`src/rtl/seq_det_pkg.sv`:
```
// -----------------------------------------------------------------------------
// seq_det_pkg
// Shared definitions for the programmable sequence detector family.
//   DEF_MAX_LEN / DEF_CNT_W : default pattern length and counter width
//   DEF_LEN_W               : width of a length field for DEF_MAX_LEN
//   clog2()                 : ceil(log2(n)), usable in constant expressions
//   seq_cfg_t               : configuration bundle {pat, len, overlap} at the
//                             default sizes, for blocks that pass a config
//                             around as one value
// -----------------------------------------------------------------------------
package seq_det_pkg;

   localparam int DEF_MAX_LEN = 8;
   localparam int DEF_CNT_W   = 8;

   function automatic int clog2(input int n);
      int r;
      r = 0;
      for (int i = 0; i < 31; i++) begin
         if ((1 << i) < n) r = i + 1;
      end
      return r;
   endfunction

   localparam int DEF_LEN_W = clog2(DEF_MAX_LEN + 1);

   typedef struct packed {
      logic [DEF_MAX_LEN-1:0] pat;
      logic [DEF_LEN_W-1:0]   len;
      logic                   overlap;
   } seq_cfg_t;

endpackage

```
`src/rtl/sat_counter.sv`:
```
// -----------------------------------------------------------------------------
// sat_counter
// CNT_W-bit up counter that sticks at all-ones.
//   i_clk   : clock, rising edge
//   i_rst_n : synchronous active-low reset
//   i_clear : synchronous clear (same effect as reset)
//   i_inc   : increment by one this cycle unless already saturated
//   o_value : current count
//   o_sat   : count is all-ones
// -----------------------------------------------------------------------------
module sat_counter #(
   parameter int CNT_W = 8
) (
   input  logic             i_clk,
   input  logic             i_rst_n,
   input  logic             i_clear,
   input  logic             i_inc,
   output logic [CNT_W-1:0] o_value,
   output logic             o_sat
);

   logic [CNT_W-1:0] r_value;
   logic             w_sat;

   assign w_sat   = &r_value;
   assign o_value = r_value;
   assign o_sat   = w_sat;

   always_ff @(posedge i_clk) begin
      if (!i_rst_n || i_clear) begin
         r_value <= '0;
      end else if (i_inc && !w_sat) begin
         r_value <= r_value + CNT_W'(1);
      end
   end

endmodule

```
`src/rtl/param_seq_detector.sv`:
```
// -----------------------------------------------------------------------------
// param_seq_detector
// Run-time programmable Mealy sequence detector on a serial bit stream.
//   clk         : clock, rising edge
//   clr         : synchronous active-low reset (priority over everything)
//   cfg_load    : latch cfg_pat/cfg_len/cfg_overlap, clear history and count
//   cfg_pat     : pattern, bit [len-1] arrives first, bit [0] arrives last
//   cfg_len     : pattern length 0..MAX_LEN (larger values clamp to MAX_LEN)
//   cfg_overlap : 1 = matches may share bits, 0 = each match starts fresh
//   en          : w carries a valid bit this cycle
//   w           : serial input bit
//   out         : combinational match, high in the cycle of the last bit
//   match_cnt   : saturating number of matches since reset/load
//   cnt_sat     : match_cnt is all-ones
// -----------------------------------------------------------------------------
module param_seq_detector
   import seq_det_pkg::*;
#(
   parameter int MAX_LEN = DEF_MAX_LEN,
   parameter int CNT_W   = DEF_CNT_W
) (
   input  logic                           clk,
   input  logic                           clr,
   input  logic                           cfg_load,
   input  logic [MAX_LEN-1:0]             cfg_pat,
   input  logic [clog2(MAX_LEN+1)-1:0]    cfg_len,
   input  logic                           cfg_overlap,
   input  logic                           en,
   input  logic                           w,
   output logic                           out,
   output logic [CNT_W-1:0]               match_cnt,
   output logic                           cnt_sat
);

   localparam int LEN_W  = clog2(MAX_LEN + 1);
   localparam int HIST_W = MAX_LEN - 1;

   typedef struct packed {
      logic [MAX_LEN-1:0] pat;
      logic [LEN_W-1:0]   len;
      logic               overlap;
   } cfg_t;

   cfg_t               r_cfg;
   logic [HIST_W-1:0]  r_hist;
   logic [LEN_W-1:0]   r_fill;

   logic [MAX_LEN-1:0] w_window;
   logic [MAX_LEN-1:0] w_mask;
   logic [LEN_W-1:0]   w_len_m1;
   logic [LEN_W-1:0]   w_len_clamped;
   logic               w_match;

   // The newest MAX_LEN bits including the one on w this cycle; the low
   // HIST_W bits are also exactly the next history value.
   assign w_window = {r_hist, w};

   // Only the low len bits of the window/pattern take part in the compare.
   always_comb begin
      w_mask = '0;
      for (int i = 0; i < MAX_LEN; i++) begin
         if (i < int'(r_cfg.len)) w_mask[i] = 1'b1;
      end
   end

   assign w_len_m1      = r_cfg.len - LEN_W'(1);
   assign w_len_clamped = (cfg_len > LEN_W'(MAX_LEN)) ? LEN_W'(MAX_LEN) : cfg_len;

   // For len 1, len-1 is 0 so the fill test always passes and the mask hides
   // the history; len 0 is excluded explicitly.
   assign w_match = clr && !cfg_load && en &&
                    (r_cfg.len != '0) &&
                    (r_fill >= w_len_m1) &&
                    (((w_window ^ r_cfg.pat) & w_mask) == '0);

   assign out = w_match;

   always_ff @(posedge clk) begin
      if (!clr) begin
         r_cfg.pat     <= '0;
         r_cfg.len     <= '0;
         r_cfg.overlap <= 1'b1;
         r_hist        <= '0;
         r_fill        <= '0;
      end else if (cfg_load) begin
         r_cfg.pat     <= cfg_pat;
         r_cfg.len     <= w_len_clamped;
         r_cfg.overlap <= cfg_overlap;
         r_hist        <= '0;
         r_fill        <= '0;
      end else if (en) begin
         r_hist <= w_window[HIST_W-1:0];
         // In non-overlap mode a match consumes its bits: history still
         // shifts, but they no longer count toward the next match.
         if (w_match && !r_cfg.overlap) begin
            r_fill <= '0;
         end else if (r_fill != LEN_W'(HIST_W)) begin
            r_fill <= r_fill + LEN_W'(1);
         end
      end
   end

   sat_counter #(
      .CNT_W (CNT_W)
   ) u_cnt (
      .i_clk   (clk),
      .i_rst_n (clr),
      .i_clear (cfg_load),
      .i_inc   (w_match),
      .o_value (match_cnt),
      .o_sat   (cnt_sat)
   );

endmodule

```
`config.mk`:
```
export PLATFORM = sky130hd
export DESIGN_NAME = param_seq_detector
export DESIGN_NICKNAME = d
export VERILOG_FILES = /design/src/rtl/seq_det_pkg.sv /design/src/rtl/sat_counter.sv /design/src/rtl/param_seq_detector.sv
export SDC_FILE = /design/constraint.sdc
export NUM_CORES = 1
export LEC_CHECK = 0
export CAP_MARGIN = 20
export CORE_UTILIZATION = 53
export CTS_CLUSTER_DIAMETER = 50
export DETAILED_ROUTE_END_ITERATION = 10
export PLACE_DENSITY_LB_ADDON = 0.2
export SKIP_LAST_GASP = 1
export SYNTH_ARGS = -nofsm -noshare
export SYNTH_HDL_FRONTEND = slang
export SYNTH_HIERARCHICAL = 1
export SYNTH_SLANG_ARGS = --single-unit
```
`constraint.sdc`:
```
create_clock -name clk -period 2.7 [get_ports clk]
set_input_delay 0.54 -clock clk [delete_from_list [all_inputs] [get_ports clk]]
set_output_delay 0.54 -clock clk [all_outputs]
set_load 0.01 [all_outputs]
```
After elaboration in Yosys (flattened, before gate mapping)
Index checks and enable logic that the tools add are counted.
{ "word_totals": {"register_bits": 32, "input_bits": 18, "out_inout_bits": 10} }
{ "classes": {"add_sub_neg": 3, "magnitude_cmp": 10, "eq_ne": 1, "mux": 11, "n_bitwise": 3, "n_reduce_logical": 18} }
{ "op_table": {"columns": ["op", "n"], "rows": [
  ["$lt 3x4->1 const A", 4],
  ["$mux 4", 3],
  ["$add 8x1->8 const B", 1],
  ["$and 8x8->8", 1],
  ["$logic_not 8->1", 1],
  ["$lt 1x4->1 const A", 2],
  ["$lt 2x4->1 const A", 2],
  ["$mux 1", 8],
  ["$reduce_and 8->1", 1],
  ["$xor 8x8->8", 1],
  ["$logic_and 1x1->1", 7],
  ["$add 4x1->4 const B", 1],
  ["$ge 4x4->1", 1],
  ["$gt 4x4->1 const B", 1],
  ["$logic_not 1->1", 4],
  ["$ne 4x3->1 const B", 1],
  ["$reduce_bool 4->1", 1],
  ["$sub 4x1->4 const B", 1],
  ["$reduce_and 2->1", 1],
  ["$reduce_bool 2->1", 1],
  ["$reduce_or 2->1", 1],
  ["$logic_or 1x1->1", 1],
  ["$not 1->1", 1]
]} }

Logic depth before layout (Yosys ltp)
{ "logic_depth": {"word_depth": 9, "mapped_depth": 10} }

Modules after synthesis
Netlist, hierarchy kept.
{ "modules_own_cells": {"columns": ["module", "instances", "cells_per_inst", "area_each_um2"], "rows": [
  ["param_seq_detector", 1, 141, 1316.3],
  ["sat_counter", 1, 44, 404.1]
]} }

Least setup slack after synthesis
OpenSTA, ideal clock, no wires.
{ "synth_path": {"kind": "register to register", "start": "register r_cfg[1] (netlist bit)", "end": "register u_cnt.r_value[7], in the netlist u_cnt/o_value[7]", "setup_time_ns": 0.086, "t_arrival_ns": 2.546, "required_time_ns": 2.614, "setup_slack_ns": 0.068, "stages_incl_launch_ff": 11, "n_path_buf": 0, "period_less_slack_ns": 2.632, "cell_sequence": "dfxtp_1 -> inv_1 -> ha_1 -> xnor2_1 -> ha_1 -> o21ai_0 -> a221o_1 -> nor3_1 -> and4_1 -> a31oi_1 -> a211oi_1"} }
{ "synth_via": {"elab_chain_cells": 6} }
{ "synth_rtl": {"columns": ["item", "line", "text"], "rows": [
  ["start: declaration", "param_seq_detector.sv:44", "cfg_t r_cfg;"],
  ["branches (longest 4 deep; another with $sub 4x1->4)", null, null],
  ["$logic_and 1x1->1 *", "param_seq_detector.sv:73", "(r_fill >= w_len_m1) &&"],
  ["net out", "param_seq_detector.sv:30", "output logic out,"],
  ["$logic_and 1x1->1 *", "sat_counter.sv:32", "end else if (i_inc && !w_sat) begin"],
  ["end signal: assignment", "sat_counter.sv:33", "r_value <= r_value + CNT_W'(1);"],
  ["end: declaration", "sat_counter.sv:22", "logic [CNT_W-1:0] r_value;"]
]} }
Mark *: on every way through the listed nets, which the timed path passes.
A chain may end at the register's enable or synchronous reset.

Final worst setup path
{ "layout_path": {"start": "register r_cfg[2] (netlist bit)", "end": "output port out"} }
{ "layout_via": {"elab_chain_cells": 5} }
{ "layout_rtl": {"columns": ["item", "line"], "rows": [
  ["branches (longest 4 deep; another with $sub 4x1->4)", null],
  ["$logic_and 1x1->1 *", "param_seq_detector.sv:73"],
  ["end: declaration", "param_seq_detector.sv:30"]
]} }
Every way passes the cells marked *.

==> impl_metrics.json <==
{
  "core_um2": 3078,
  "outcome": "complete, no violations",
  "design_area_um2": 2175,
  "maxCapViolations": 0,
  "hold_path.class": "register to register",
  "synth-edff-count": 0,
  "critPathArrivalTime_ns": 2.11,
  "ios": 28,
  "slew_viol_final": 0,
  "seqPwrFrac_pct": 57.7,
  "maxSlewHeadroom_pct": 69.33,
  "synthArstFlopShare_pct": 0,
  "wl_met1_um": 1717,
  "track_usage_pct": 24.36,
  "routed-wl-met2_um": 1899,
  "seq_area_um2": 645.6,
  "totalWireLength_um": 3839,
  "clk_path_buf_depth": 2,
  "die_y_um": 58.98,
  "area_growth_syn_to_layout_pct": 26.40,
  "setup_viol": 0,
  "routabilityCongestion": 0.8615,
  "synth.net_count": 212,
  "avgRoutedWirePerCell_um": 14.43,
  "p_sw_uw": 211.4,
  "avgSynthCellArea_um2": 9.299,
  "htreeDepth": 2,
  "finalNetCount": 251,
  "crit_fanout": 3,
  "clk_latency_ns": 0.33,
  "fin_crit_ns": 2.655,
  "diodes": 0,
  "synth_flop_cell": "dfxtp_1",
  "numCtsBuffers": 5,
  "worstSetupPathType": "register to primary output",
  "rsz0062_at_grt": "yes",
  "ys_warn_count": 6,
  "clkSinkCount": 32,
  "hold_viol": 0,
  "cts.clk_slew.worst_paths_ns": 0.09,
  "startpoint_type": "register",
  "worstMarginPinSlew_ns": 0.4601,
  "drt_first_pass_iters": 4,
  "dp_hpwl_um": 2847,
  "p_total_uw": 855.5,
  "worst_hold_slack_ns": 0.5126,
  "grt_pass1_wl_um": 6230,
  "p_leak_nw": 0.8347,
  "antenna_left": 0,
  "p_per_area_nw_per_um2": 393.4,
  "max-vdd-ir-drop_v": 0.0003427,
  "p_sw_share_pct": 24.71,
  "die-area_um2": 3478,
  "timing.final.crit_share_pct": 98.33,
  "vias_per_cell": 5.602,
  "final_layout_size_suffix_gt1_share_pct": 15.77,
  "finClkSkew_ns": 0.01171,
  "holdBufCountCts": 0,
  "ys_seq_area_share_pct": 37.24,
  "drt-initial-drc-count": 67,
  "num-fill-cells": 237,
  "grt_pass1_vias": 1412,
  "multi_input_area_um2": 1045,
  "end_kind": "primary output",
  "synth_area_um2": 1720,
  "synthCells": 185,
  "clockRootBuffer": "clkbuf_4",
  "p_int_uw": 644.1,
  "power_frac_comb_pct": 15.2,
  "top_layer_used": "met4",
  "rows": 20,
  "port_buffers": 27,
  "grt_max_degree": 19,
  "power.share.clock_pct": 27.1,
  "fmax_mhz": 376.7,
  "start_util_pct": 55.89,
  "dieWidth_um": 58.98,
  "drc": 0,
  "synth_seq_cells": 32,
  "crit_required_ns": 2.16,
  "synth.distinct_cells": 43,
  "vias": 1490,
  "cts_tree": "yes",
  "grt_overflow": 0,
  "antenna_found_initial": 0,
  "routed-wl-met3_um": 114,
  "placed_area_um2": 2085
}
==> Yosys cell counts (2+ instances only) <==
library cell,count,area [um2]
o21ai_0,4,20.02
buf_2,2,10.01
dfxtp_1,32,640.6
xnor2_1,9,78.83
and2_1,3,18.77
nand2b_1,7,43.79
nor2b_1,11,68.82
nor3_1,7,35.03
buf_6,2,22.52
nand3_1,5,25.02
nor3b_1,2,15.01
nor2_1,8,30.03
inv_1,7,26.28
a211oi_1,3,22.52
a31oi_1,5,31.28
nand4_1,3,18.77
a21oi_1,9,45.04
nand2_1,12,45.04
ha_1,9,112.6
o22ai_1,2,12.51
clkbuf_1,3,11.26
mux2i_1,19,190.2
==> critical path, cell delays in order, from the launching register on <==
cell and delay, ns:
dfxtp_4 0.38, inv_4 0.04, ha_4 0.16, xnor2_2 0.13, ha_2 0.33, o21ai_2 0.05
a221o_1 0.35, nor3_2 0.16, buf_2 0.18
==> cells by family (layout without fill, tap and decap cells) <==
logic type	count (synthesis)	in the layout	share of synthesized area [%]
compound gates	32	32	12.29
flops	32	32	37.24
simple gates	68	68	23.27
buf+inv	15	52	4.509
mux	19	19	11.05
xor+xnor	10	10	5.091
fa+ha+maj	9	9	6.546
==> routing by layer <==
| metal | GRT usage, % | up-vias |
|---|---|---|
| met2 | 39.29 | 27 |
| li1 | - | 743 |
| met5 | 0 | - |
| met4 | 13.95 | 0 |
| met1 | 30.46 | 708 |
| met3 | 4.585 | 12 |
==> registers in the layout (all words and copies together), names as in the netlist <==
name / cells
r_cfg: 13
u_cnt/o_value: 8
r_hist: 7
r_fill: 4
==> layout by cell type, fill, tap and decap left out, types with 2 or more instances in the layout <==
master            n
buf_4            13
a31oi_1           5
mux2i_1          19
nand3_1           5
nor3_2            2
a211oi_1          3
nand2b_1          7
o21ai_0           3
xnor2_1           8
nand2_1          12
nor2_1            8
dfxtp_1          30
nand4_1           3
clkdlybuf4s50_1  26
o22ai_1           2
nor3_1            5
ha_1              7
inv_1             5
nor2b_1          11
and2_1            3
clkbuf_4          5
nor3b_1           2
a21oi_1           9
==> what timing repair did <==
item,CTS,global route
endpoints found under the setup margin,1,2
resized for setup,10,11
pin swaps,0,6
buffers inserted,0,1
==> area by class of cell <==
class	instances	share of cell area (%)
clock buffers	5	1.726
inverters	7	1.323
multi-input cells	138	48.04
flip-flops and latches	32	29.69
well taps	44	2.532
repair buffers	40	16.69
==> power groups by stage <==
stage	Sequential [mW]	Clock [mW]	Combinational, mW
finish	0.493	0.232	0.130
global route	0.495	0.255	0.143
CTS	0.493	0.239	0.123
detailed placement	0.504	0	0.120
global placement	0.504	0	0.117
floorplan	0.501	0	0.0731
==> final timing paths <==
kind	start	endpoint	slack, ns	depth (start not counted)
setup / recovery	r_cfg[2]	out	0.05	8
setup reg to reg	r_cfg[2]	u_cnt/o_value[6]	0.23	11
hold / removal	r_cfg[0]	r_cfg[0]	0.51	2
hold reg to reg	r_cfg[0]	r_cfg[0]	0.51	2
==> through the flow <==
step / utilization, % / setup slack (ns) / instances / TNS [ns]
3_3_place_gp: 67.72 / -0.3500 / 260 / -0.4065
2_1_floorplan: - / 0.06849 / 185 / 0
5_1_grt: 70.65 / 0.0009990 / 266 / 0
6_report: 70.65 / 0.04522 / 266 / 0
4_1_cts: 69.23 / 0.02937 / 265 / 0
3_5_place_dp: 67.72 / -0.3726 / 260 / -0.6283
No activity file was read; power rests on OpenSTA's default activity.
